## config.mk

```make
export PLATFORM = sky130hd
export DESIGN_NAME = ahblite_block_ram_flat
export DESIGN_NICKNAME = d
export VERILOG_FILES = /design/src/rtl/ahblite_block_ram_if.sv /design/src/rtl/ahblite_block_ram.sv /design/src/flat_wrapper.sv
export SDC_FILE = /design/constraint.sdc
export NUM_CORES = 1
export LEC_CHECK = 0
export BUFFER_PORTS_ARGS = -buffer_cell sky130_fd_sc_hd__buf_2
export CORE_MARGIN = 2
export CORE_UTILIZATION = 40
export CTS_BUF_LIST = sky130_fd_sc_hd__clkbuf_8 sky130_fd_sc_hd__clkbuf_16
export DETAILED_ROUTE_END_ITERATION = 10
export PLACE_DENSITY_LB_ADDON = 0.3
export SLEW_MARGIN = 10
export SYNTH_ARGS = -nofsm -noshare
export SYNTH_HDL_FRONTEND = slang
export SYNTH_SLANG_ARGS = --single-unit
```

## constraint.sdc

```tcl
create_clock -name HCLK -period 2.8 [get_ports HCLK]
set_input_delay 0.14 -clock HCLK [delete_from_list [all_inputs] [get_ports HCLK]]
set_output_delay 0.14 -clock HCLK [all_outputs]
set_load 0.01 [all_outputs]
```

## src/rtl/ahblite_block_ram_if.sv

```systemverilog
// AHB-Lite bus bundle for the block-RAM slave.
// The master modport is the matrix/testbench side; the slave modport is the memory side.
interface ahblite_block_ram_if;
    logic        HSEL;
    logic [31:0] HADDR;
    logic [1:0]  HTRANS;
    logic [2:0]  HSIZE;
    logic [3:0]  HPROT;
    logic        HWRITE;
    logic [31:0] HWDATA;
    logic        HREADY;
    logic        HREADYOUT;
    logic [31:0] HRDATA;
    logic [1:0]  HRESP;

    modport slave (
        input  HSEL, HADDR, HTRANS, HSIZE, HPROT, HWRITE, HWDATA, HREADY,
        output HREADYOUT, HRDATA, HRESP
    );

    modport master (
        output HSEL, HADDR, HTRANS, HSIZE, HPROT, HWRITE, HWDATA, HREADY,
        input  HREADYOUT, HRDATA, HRESP
    );
endinterface

```

## src/rtl/ahblite_block_ram.sv

```systemverilog
// AHB-Lite slave in front of a single-port synchronous block RAM.
// Reads are zero-wait. Writes land in a one-entry buffer that drains on the next
// cycle the RAM port is not claimed by an accepted read. A read that arrives while
// a write is in its data phase and the buffer is still full stalls one cycle so
// the old entry can drain. Reads of a buffered word are forwarded lane by lane.
//
// Build option AHB_BRAM_RO_ERR_EN: writes are refused with a two-cycle ERROR
// response, making the block a ROM.
//   state      | meaning
//   ERR_IDLE   | no error response in progress
//   ERR_FIRST  | first ERROR cycle, HREADYOUT low
//   ERR_SECOND | second ERROR cycle, HREADYOUT high, next transfer may be accepted
module ahblite_block_ram #(
    parameter int ADDR_WIDTH = 13
) (
    input  logic                  HCLK,
    input  logic                  HRESET,
    ahblite_block_ram_if.slave    ahb,
    output logic [ADDR_WIDTH-1:0] BRAM_ADDR,
    input  logic [31:0]           BRAM_RDATA,
    output logic [31:0]           BRAM_WDATA,
    output logic [3:0]            BRAM_WE
);
    logic                  accept, rd_req, rd_accept, wr_accept;
    logic                  stall, hready_out, buf_load, drain, fwd_hit;
    logic                  err_ready;
    logic [1:0]            err_resp;
    logic [3:0]            strb;
    logic [31:0]           rdata;
    logic [ADDR_WIDTH-1:0] haddr_word;

    logic                  rd_dphase_q, rd_dphase_d;
    logic                  wr_dphase_q, wr_dphase_d;
    logic [ADDR_WIDTH-1:0] addr_q, addr_d;
    logic [3:0]            strb_q, strb_d;
    logic                  buf_valid_q, buf_valid_d;
    logic [ADDR_WIDTH-1:0] buf_addr_q, buf_addr_d;
    logic [3:0]            buf_strb_q, buf_strb_d;
    logic [31:0]           buf_data_q, buf_data_d;

    logic                  unused_bits;
    assign unused_bits = ^{ahb.HPROT, ahb.HSIZE[2], ahb.HADDR[31:ADDR_WIDTH+2]};

    assign haddr_word = ahb.HADDR[ADDR_WIDTH+1:2];
    assign accept     = ahb.HSEL & ahb.HREADY & ahb.HTRANS[1];
    // Read request deliberately ignores HREADY: it is what raises the stall.
    assign rd_req     = ahb.HSEL & ahb.HTRANS[1] & ~ahb.HWRITE;
    assign rd_accept  = accept & ~ahb.HWRITE;

`ifdef AHB_BRAM_RO_ERR_EN
    typedef enum logic [1:0] {ERR_IDLE, ERR_FIRST, ERR_SECOND} err_state_e;
    err_state_e err_state_q, err_state_d;

    assign wr_accept = 1'b0;

    // Error-response state register.
    always_ff @(posedge HCLK or posedge HRESET) begin
        if (HRESET) err_state_q <= ERR_IDLE;
        else        err_state_q <= err_state_d;
    end

    // Error-response sequencing and its bus outputs.
    always_comb begin
        err_state_d = err_state_q;
        err_ready   = 1'b1;
        err_resp    = 2'b00;
        case (err_state_q)
            ERR_IDLE: begin
                if (accept && ahb.HWRITE) err_state_d = ERR_FIRST;
            end
            ERR_FIRST: begin
                err_ready   = 1'b0;
                err_resp    = 2'b01;
                err_state_d = ERR_SECOND;
            end
            ERR_SECOND: begin
                err_resp    = 2'b01;
                err_state_d = (accept && ahb.HWRITE) ? ERR_FIRST : ERR_IDLE;
            end
            default: err_state_d = ERR_IDLE;
        endcase
    end
`else
    assign wr_accept = accept & ahb.HWRITE;
    assign err_ready = 1'b1;
    assign err_resp  = 2'b00;
`endif

    assign stall         = wr_dphase_q & buf_valid_q & rd_req;
    assign hready_out    = err_ready & ~stall;
    assign buf_load      = wr_dphase_q & hready_out;
    assign drain         = buf_valid_q & ~rd_accept;
    assign fwd_hit       = rd_dphase_q & buf_valid_q & (buf_addr_q == addr_q);
    assign ahb.HREADYOUT = hready_out;
    assign ahb.HRESP     = err_resp;
    assign ahb.HRDATA    = rdata;

    // Byte-lane strobe for the transfer in address phase.
    always_comb begin
        strb = 4'b1111;
        case (ahb.HSIZE[1:0])
            2'b00:   strb = 4'b0001 << ahb.HADDR[1:0];
            2'b01:   strb = ahb.HADDR[1] ? 4'b1100 : 4'b0011;
            default: strb = 4'b1111;
        endcase
    end

    // Next-state for the address-phase capture and the write buffer.
    always_comb begin
        rd_dphase_d = rd_dphase_q;
        wr_dphase_d = wr_dphase_q;
        addr_d      = addr_q;
        strb_d      = strb_q;
        buf_valid_d = buf_valid_q;
        buf_addr_d  = buf_addr_q;
        buf_strb_d  = buf_strb_q;
        buf_data_d  = buf_data_q;
        if (ahb.HREADY) begin
            rd_dphase_d = rd_accept;
            wr_dphase_d = wr_accept;
            if (accept) begin
                addr_d = haddr_word;
                strb_d = strb;
            end
        end
        // A reload at the same edge as a drain keeps the buffer full.
        if (buf_load) begin
            buf_valid_d = 1'b1;
            buf_addr_d  = addr_q;
            buf_strb_d  = strb_q;
            buf_data_d  = ahb.HWDATA;
        end else if (drain) begin
            buf_valid_d = 1'b0;
        end
    end

    // State registers; reset discards any pending buffered write.
    always_ff @(posedge HCLK or posedge HRESET) begin
        if (HRESET) begin
            rd_dphase_q <= 1'b0;
            wr_dphase_q <= 1'b0;
            addr_q      <= '0;
            strb_q      <= '0;
            buf_valid_q <= 1'b0;
            buf_addr_q  <= '0;
            buf_strb_q  <= '0;
            buf_data_q  <= '0;
        end else begin
            rd_dphase_q <= rd_dphase_d;
            wr_dphase_q <= wr_dphase_d;
            addr_q      <= addr_d;
            strb_q      <= strb_d;
            buf_valid_q <= buf_valid_d;
            buf_addr_q  <= buf_addr_d;
            buf_strb_q  <= buf_strb_d;
            buf_data_q  <= buf_data_d;
        end
    end

    // RAM port: drain the buffer when no read owns the port, else present the read address.
    always_comb begin
        BRAM_WDATA = buf_data_q;
        if (drain) begin
            BRAM_ADDR = buf_addr_q;
            BRAM_WE   = buf_strb_q;
        end else begin
            BRAM_ADDR = haddr_word;
            BRAM_WE   = 4'b0000;
        end
    end

    // Read data with per-lane forwarding from a matching buffered write.
    always_comb begin
        rdata = BRAM_RDATA;
        if (fwd_hit) begin
            for (int i = 0; i < 4; i++) begin
                if (buf_strb_q[i]) rdata[8*i +: 8] = buf_data_q[8*i +: 8];
            end
        end
    end
endmodule

```

## src/flat_wrapper.sv

```systemverilog
// flat-port wrapper written by rule: the top's interface ports become plain ports
module ahblite_block_ram_flat 
#(
    parameter int ADDR_WIDTH = 13
)
  (HCLK, HRESET, BRAM_ADDR, BRAM_RDATA, BRAM_WDATA, BRAM_WE, ahb_HSEL, ahb_HADDR, ahb_HTRANS, ahb_HSIZE, ahb_HPROT, ahb_HWRITE, ahb_HWDATA, ahb_HREADY, ahb_HREADYOUT, ahb_HRDATA, ahb_HRESP);
  ahblite_block_ram_if ahb_i ();
  input  logic HCLK;
  input  logic HRESET;
  output logic [ADDR_WIDTH-1:0] BRAM_ADDR;
  input  logic [31:0] BRAM_RDATA;
  output logic [31:0] BRAM_WDATA;
  output logic [3:0] BRAM_WE;
  input wire logic [$bits(ahb_i.HSEL)-1:0] ahb_HSEL;
  input wire logic [$bits(ahb_i.HADDR)-1:0] ahb_HADDR;
  input wire logic [$bits(ahb_i.HTRANS)-1:0] ahb_HTRANS;
  input wire logic [$bits(ahb_i.HSIZE)-1:0] ahb_HSIZE;
  input wire logic [$bits(ahb_i.HPROT)-1:0] ahb_HPROT;
  input wire logic [$bits(ahb_i.HWRITE)-1:0] ahb_HWRITE;
  input wire logic [$bits(ahb_i.HWDATA)-1:0] ahb_HWDATA;
  input wire logic [$bits(ahb_i.HREADY)-1:0] ahb_HREADY;
  output wire logic [$bits(ahb_i.HREADYOUT)-1:0] ahb_HREADYOUT;
  output wire logic [$bits(ahb_i.HRDATA)-1:0] ahb_HRDATA;
  output wire logic [$bits(ahb_i.HRESP)-1:0] ahb_HRESP;
  assign ahb_i.HSEL = ahb_HSEL;
  assign ahb_i.HADDR = ahb_HADDR;
  assign ahb_i.HTRANS = ahb_HTRANS;
  assign ahb_i.HSIZE = ahb_HSIZE;
  assign ahb_i.HPROT = ahb_HPROT;
  assign ahb_i.HWRITE = ahb_HWRITE;
  assign ahb_i.HWDATA = ahb_HWDATA;
  assign ahb_i.HREADY = ahb_HREADY;
  assign ahb_HREADYOUT = ahb_i.HREADYOUT;
  assign ahb_HRDATA = ahb_i.HRDATA;
  assign ahb_HRESP = ahb_i.HRESP;
  ahblite_block_ram #(.ADDR_WIDTH(ADDR_WIDTH)) u_core (.HCLK(HCLK), .HRESET(HRESET), .ahb(ahb_i), .BRAM_ADDR(BRAM_ADDR), .BRAM_RDATA(BRAM_RDATA), .BRAM_WDATA(BRAM_WDATA), .BRAM_WE(BRAM_WE));
endmodule
```

## Yosys cells after proc, flatten, opt, wreduce, memory -nomap -nowiden

Index checks and enable logic that the tools add are counted.

- Equality and inequality tests: 2
- Shift operators: 1
- Muxes and demuxes: 11
- Bitwise logic cells: 15
- Reductions and logical operators: 3

Operators with widths:

| operator | count |
|---|---|
| 32-bit 2-to-1 mux | 1 |
| 8-bit 2-to-1 mux | 4 |
| 13-bit equality test | 1 |
| 13-bit 2-to-1 mux | 1 |
| 1-bit AND | 12 |
| 4-bit 2-to-1 mux | 2 |
| 4-bit one-hot mux with 2 select lines | 1 |
| 1-bit by 2-bit left shift with 4-bit output (first input constant) | 1 |
| 1-bit inverter | 3 |
| 2-bit by 1-bit equality test with 1-bit output (second input constant) | 1 |
| 2-bit logical NOT | 1 |
| 1-bit 2-to-1 mux | 2 |
| 2-bit AND reduction | 1 |
| 2-bit nonzero test | 1 |

- Register bits: 69
- Input port bits: 110
- Output and inout port bits: 84
- Word-level logic and storage cells: 40

## Longest topological paths before layout

Gate-level depths: netlist of run 1.

- Depth in word-level cells: 7
- Mapped depth: 7
- Depth with buffers taken out: 5

## Least setup slack after synthesis of run 1

OpenSTA, ideal clock, no wires.

- Path type: reg2out
- From: register u_core.addr_q[1]
- To: output port ahb_HRDATA[22]
- Arrival time: 1723 ps
- Required time: 2660 ps
- Path slack: 937 ps
- Cell stages (with the launch flop): 6
- Buffers on the path: 0
- Cell sequence: dfrtp_1 > xnor2_1 > nand4_1 > a211oi_2 > nand3_4 > mux2_4

- Word-level cells in the longest chain between the ends: 3

Ends and longest elaborated chain:

| element | line | text |
|---|---|---|
| start, declared | ahblite_block_ram.sv:34 | `logic [ADDR_WIDTH-1:0] addr_q, addr_d;` |
| start signal, assigned | ahblite_block_ram.sv:151 | `addr_q <= addr_d;` |
| 13-bit equality test | ahblite_block_ram.sv:93 | `assign fwd_hit = rd_dphase_q & buf_valid_q & (buf_addr_q == addr_q);` |
| 1-bit AND | ahblite_block_ram.sv:93 |  |
| 32-bit 2-to-1 mux | ahblite_block_ram.sv:175 | `if (fwd_hit) begin` |
| end, declared | flat_wrapper.sv:23 | `output wire logic [$bits(ahb_i.HRDATA)-1:0] ahb_HRDATA;` |

No other way between the ends.

## Final worst setup path of run 1

- From: register u_core.buf_addr_q[6]
- To: output port ahb_HRDATA[31]

- Word-level cells in the longest chain between the ends: 3

Ends and longest elaborated chain:

| element | line | text |
|---|---|---|
| start, declared | ahblite_block_ram.sv:37 | `logic [ADDR_WIDTH-1:0] buf_addr_q, buf_addr_d;` |
| start signal, assigned | ahblite_block_ram.sv:154 | `buf_addr_q <= buf_addr_d;` |
| 13-bit equality test | ahblite_block_ram.sv:93 |  |
| 1-bit AND | ahblite_block_ram.sv:93 |  |
| 32-bit 2-to-1 mux | ahblite_block_ram.sv:175 |  |

No other way between the ends.

==> flow_summary.ini, run 1 <==
[routing]
drtAntennaViolNets = 0
routedWlPerCell_microns = 14.8
drt-vias-per-instance = 4.80
dr_wl_met3_microns = 643
drt_wl_total_microns = 7980
wl_met1_microns = 3250
drt-initial-drc-count = 67
maxUsedRoutingLayer = met4
via_count = 2585
dr.pass1.iters = 4
wl_met2_microns = 4000
drc = 0

[placed_design]
place_hpwl_microns = 6060
dpl_worst_slack_ns = 0.642
placed_area_sq_um = 4390
dp.cells = 522
portBuffers = 168
gp_congestion = 0.680

[floorplanning]
io_pins = 194
dieArea_sq_um = 9270
start_util = 0.414
coreArea_sq_um = 8220
die_w_microns = 96.3
rows = 33
die_y_microns = 96.3

[synth]
synthTopCellsByArea = dfrtp_1 51%, mux2_2 33%, xnor2_1 2.6%
avgSynthCellArea_sq_um = 13.4
async_flop_share = 1.00
ys_top_cells_by_count = 99 x mux2_2, 69 x dfrtp_1, 13 x inv_1
synth_warnings = 0
synth_cell_types = 25
synth_edf_count = 0
seq_area_frac_synth = 0.507
synth_top_area_cell = dfrtp_1
ys_ff_latch = 69
synth_cells = 254
yosysTopAreaCellShare = 0.507
synth_most_common_cell = mux2_2
netlist_area_sq_um = 3400
synthFlopType = dfrtp_1

[sta]
setup_viol = 0
slew_headroom = 0.438
slew_violations = 0
period_share = 0.890
worst_slack_ns = 0.309
hold_viol_final = 0
worst_hold_slack_ns = 0.0167
totalNegativeSetupSlack_ns = 0
fin_crit_ns = 2.49
worst-slew-pin-transition_ns = 0.843
grt_setup_unrepaired = false
max_freq_ghz = 0.401
finClkSkew_ns = 0.00956

[worst_setup_path]
ff2ff_setup_slack_ns = 0.88
endpoint_kind = output pin
worstSetupPathType = flip-flop to output pin
cp_max_fo = 8
worstPathArrival_ns = 2.35
r2r_cells = 4
r2r_end = u_core.BRAM_WDATA[23]
rr_startpoint = u_core.buf_valid_q
startpoint_type = flip-flop
cp.required_ns = 2.66

[finish]
seq_area_sq_um = 1730
final_cell_count_no_fill = 538
utilization = 0.557
design_area_sq_um = 4580
diodes = 0
syn_to_final_growth_pct = 34.5
nNetsFinal = 539
fillCellCount = 743
final_layout_size_suffix_gt1_frac = 0.695
multi_input_area_sq_um = 1580

[worst_hold_path]
min_path_cells = 2
min_path_type = primary input to flip-flop
holdPathEnd = u_core.rd_dphase_q
holdCritStartpoint = ahb_HWRITE

[clocking]
clk_path_buf_depth = 2
cts_resized = 0
cts.reportedPaths.clkPinSlew_ns = 0.08
cts_tree = done
cts_buffers = 9
root_buffer = clkbuf_8
htreeDepth = 3
clk_latency_ns = 0.34
cts.sinks = 69

[global_routing]
grt.overflow.total = 0
grt_pass1_vias = 2426
antenna_found_initial = 0
grt_pass1_wl_microns = 11800
grt_max_degree = 33
gr-usage-all-layers = 0.171

[power_and_ir_drop]
cellLeakagePower_nw = 2.26
vdd_drop_max_v = 0.000308
p_per_area_nw_per_um2 = 679
power.total_mw = 3.11

[status]
status = complete, no violations

[run]
drv_cap = 0
[logic make-up (layout without fill, tap and decap cells)]
group           after synthesis  in the layout  synth area share
flops                        69             69             0.507
simple gates                 27             27            0.0566
compound gates               19             19            0.0338
xor+xnor                     10             10            0.0257
mux                         103            103             0.345
other cells                   1              2           0.00110
buf+inv                      25            203            0.0305
[power by group]
part	internal (mW)	leakage, nW	switching (mW)	total [mW]
Sequential	1.27	0.821	0.214	1.48
Clock	0.399	0.0960	0.372	0.770
Combinational	0.484	1.34	0.373	0.858
Total	2.15	2.26	0.959	3.11
[layout by cell type (no fill, tap or decap), types with 2 or more instances in the layout]
master	Yosys	routed
buf_4	2	5
mux2_4	4	4
buf_2	2	168
nor2_1	4	4
nand2_1	11	11
nand4_1	2	2
clkinv_2	0	3
xnor2_1	10	10
inv_1	13	13
mux2_2	99	99
clkbuf_8	0	9
conb_1	1	2
dfrtp_1	69	69
nand3_4	4	4
a21oi_1	4	4
o22ai_1	3	3
o21ai_0	8	7
[worst max path at each step]
stage	to	slack [ns]	from
3_3_place_gp	ahb_HRDATA[23]	0.63	u_core.buf_addr_q[6]
4_1_cts	ahb_HRDATA[23]	0.26	u_core.addr_q[11]
5_1_grt	ahb_HRDATA[23]	0.13	u_core.buf_addr_q[6]
3_5_place_dp	ahb_HRDATA[23]	0.64	u_core.buf_addr_q[6]
2_1_floorplan	u_core.BRAM_WDATA[0]	0.92	HRESET
6_report	ahb_HRDATA[31]	0.31	u_core.buf_addr_q[6]
[flip-flops by register name, summed over array words and instances, names as in the netlist]
| signal | cells |
|---|---|
| u_core.BRAM_WDATA | 32 |
| u_core.buf_valid_q | 1 |
| u_core.wr_dphase_q | 1 |
| u_core.buf_addr_q | 13 |
| u_core.strb_q | 4 |
| u_core.rd_dphase_q | 1 |
| u_core.buf_strb_q | 4 |
| u_core.addr_q | 13 |
[cell type report]
| class | instances | share of cell area |
|---|---|---|
| clock buffer | 9 | 0.0270 |
| timing repair buffer | 175 | 0.198 |
| clock inverter | 6 | 0.0123 |
| tap | 105 | 0.0287 |
| sequential | 69 | 0.377 |
| multi-input combinational | 161 | 0.346 |
| inverter | 13 | 0.0107 |
[routing by layer]
metal / GRT usage / vias up
met5: 0 / -
met2: 0.289 / 97
met1: 0.212 / 1243
li1: - / 1237
met3: 0.0470 / 8
met4: 0.0524 / 0
[repair_timing]
item	in CTS	in global routing
hold endpoints to repair	16	0
buffers inserted	0	0
hold buffers	1	0
[worst max-delay path: stages, from the launching register on]
cell     delay [ns]
dfrtp_1        0.35
inv_1          0.06
a22o_1         0.26
nor4_4         0.63
nand3_4        0.24
mux2_4         0.34
buf_2          0.14
Note: power is estimated with default switching activity, not from simulation.
==> inputs of run 2 (changes only) <==
Settings changed: CORE_UTILIZATION 40 to 48.
==> run 2 against run 1 <==
Design area is 0.44% higher. Register-to-register slack improved by 0.05 ns. Final cell count decreased by 1.7%. Via count fell by 1.0%. Clock power is 10% higher. Setup slack got worse by 0.049 ns. Power grew 2.7%. Routed wire length decreased by 4.2%.
==> flow_summary.ini, run 2 (synthesis gave the netlist of run 1 again) <==
[global_routing]
met2_usage = 0.353
grt_pass1_wl_microns = 11500
top_usage_layer = met2
grt_max_degree = 37
gr-usage-all-layers = 0.193
antenna_found_initial = 0
met1_usage = 0.214
grt_pass1_vias = 2554
use_met3 = 0.0420
grt.overflow.total = 0

[placed_design]
place_hpwl_microns = 5750
portBuffers = 168
gp_congestion = 0.750
dp.cells = 512
placed_area_sq_um = 4380

[routing]
via_count = 2559
routedWlPerCell_microns = 14.5
dr.pass1.iters = 4
drtAntennaViolNets = 0
drt_wl_total_microns = 7650
drt-vias-per-instance = 4.84
drt-initial-drc-count = 67
drc = 0

[clocking]
cts_resized = 0
cts.reportedPaths.clkPinSlew_ns = 0.07
cts_buffers = 9
clk_latency_ns = 0.34
postCtsSetupBuffers = 0
root_buffer = clkbuf_8
clk_path_buf_depth = 2
htreeDepth = 3
cts.sinks = 69
cts_tree = done
cts_hold_buf = 1

[run]
drv_cap = 0

[sta]
max_freq_ghz = 0.394
setup_viol = 0
worst-slew-pin-transition_ns = 0.736
hold_viol_final = 0
worst_hold_slack_ns = 0.0185
finClkSkew_ns = 0.0101
period_share = 0.907
fin_crit_ns = 2.54
slew_headroom = 0.508
grt_setup_unrepaired = false
slew_violations = 0
totalNegativeSetupSlack_ns = 0

[worst_setup_path]
rr_startpoint = u_core.buf_valid_q
cp_max_fo = 8
cp.required_ns = 2.66
startpoint_type = flip-flop
cpPeakStageDelay_ns = 0.66
worstPathArrival_ns = 2.40
startpoint = u_core.buf_addr_q[6]
cp_slowest_cell = nor4_4
path_cells = inv_1 -> a22o_1 -> nor4_4 -> nand3_4 -> mux2_4 -> buf_2
endpoint_kind = output pin
worstSetupPathType = flip-flop to output pin

[floorplanning]
start_util = 0.498
die_y_microns = 88.2
io_pins = 194
die_w_microns = 88.2
dieArea_sq_um = 7780
coreArea_sq_um = 6830
rows = 30

[finish]
fillCellCount = 567
final_cell_count_no_fill = 529
diodes = 0
layout_common_cells = 168 x buf_2, 99 x mux2_2, 69 x dfrtp_1
nNetsFinal = 538
final_common_cell = buf_2
design_area_sq_um = 4600
syn_to_final_growth_pct = 35.1
final_layout_size_suffix_gt1_frac = 0.693
largest_reg_flops = 32

[power_and_ir_drop]
p_per_area_nw_per_um2 = 695
power.total_mw = 3.20
vdd_drop_max_v = 0.000392
cellLeakagePower_nw = 2.28

[worst_hold_path]
holdCritStartpoint = ahb_HWRITE
min_path_type = primary input to flip-flop

[status]
status = complete, no violations
[run 2: cell count changes in the layout (fill, tap and decap cells not counted)]
cell | previous run | this run
clkinvlp_4 | 1 | 0
buf_12 | 1 | 2
bufinv_16 | 1 | 2
buf_4 | 5 | 3
inv_1 | 13 | 14
[run 2: worst max-delay path, delay by kind of cell (launching register included)]
family                 cells  cell delay [ns]
and+or+nand+nor            2             0.89
DFF                        1             0.35
muxes                      1             0.34
AOI/OAI and AO/OA          1             0.27
buffers and inverters      2             0.21
[run 2: path summary, 6_finish.rpt]
check                                         to  slack [ns]  depth (start not counted)
setup / recovery                  ahb_HRDATA[22]        0.26                          6
min in group asynchronous   u_core.BRAM_WDATA[5]        0.48                          3
hold reg to reg                 u_core.strb_q[2]        0.50                          2
hold / removal                u_core.rd_dphase_q        0.02                          2
setup reg to reg           u_core.BRAM_WDATA[18]        0.93                          4
max in group asynchronous  u_core.buf_addr_q[10]        1.67                          4
[run 2: area by class of cell]
| class | count | area [sq um] | share of cell area |
|---|---|---|---|
| clock buffers | 9 | 124 | 0.0269 |
| clock inverters | 7 | 82.6 | 0.0180 |
| inverters | 13 | 48.8 | 0.0106 |
| multi-input cells | 161 | 1580 | 0.344 |
| flip-flops and latches | 69 | 1730 | 0.375 |
| well taps | 96 | 120 | 0.0261 |
| repair buffers | 174 | 913 | 0.199 |
[run 2: routing by layer]
metal,share of wire,routed length (microns)
met1,0.39,2970
met2,0.53,4080
met3,0.062,477
met4,0.016,121
met5,0,0
[run 2: per-stage QoR]
stage	util	setup WS (ns)
finish	0.673	0.260
global route	0.673	0.143
CTS	0.673	0.229
detailed placement	0.642	0.597
global placement	0.642	0.632
floorplan	-	0.920
[run 2: power breakdown]
group	switching (mW)	internal (mW)	leakage [nW]	total, mW
Clock	0.359	0.490	0.115	0.849
Sequential	0.210	1.27	0.821	1.48
Combinational	0.382	0.486	1.34	0.868
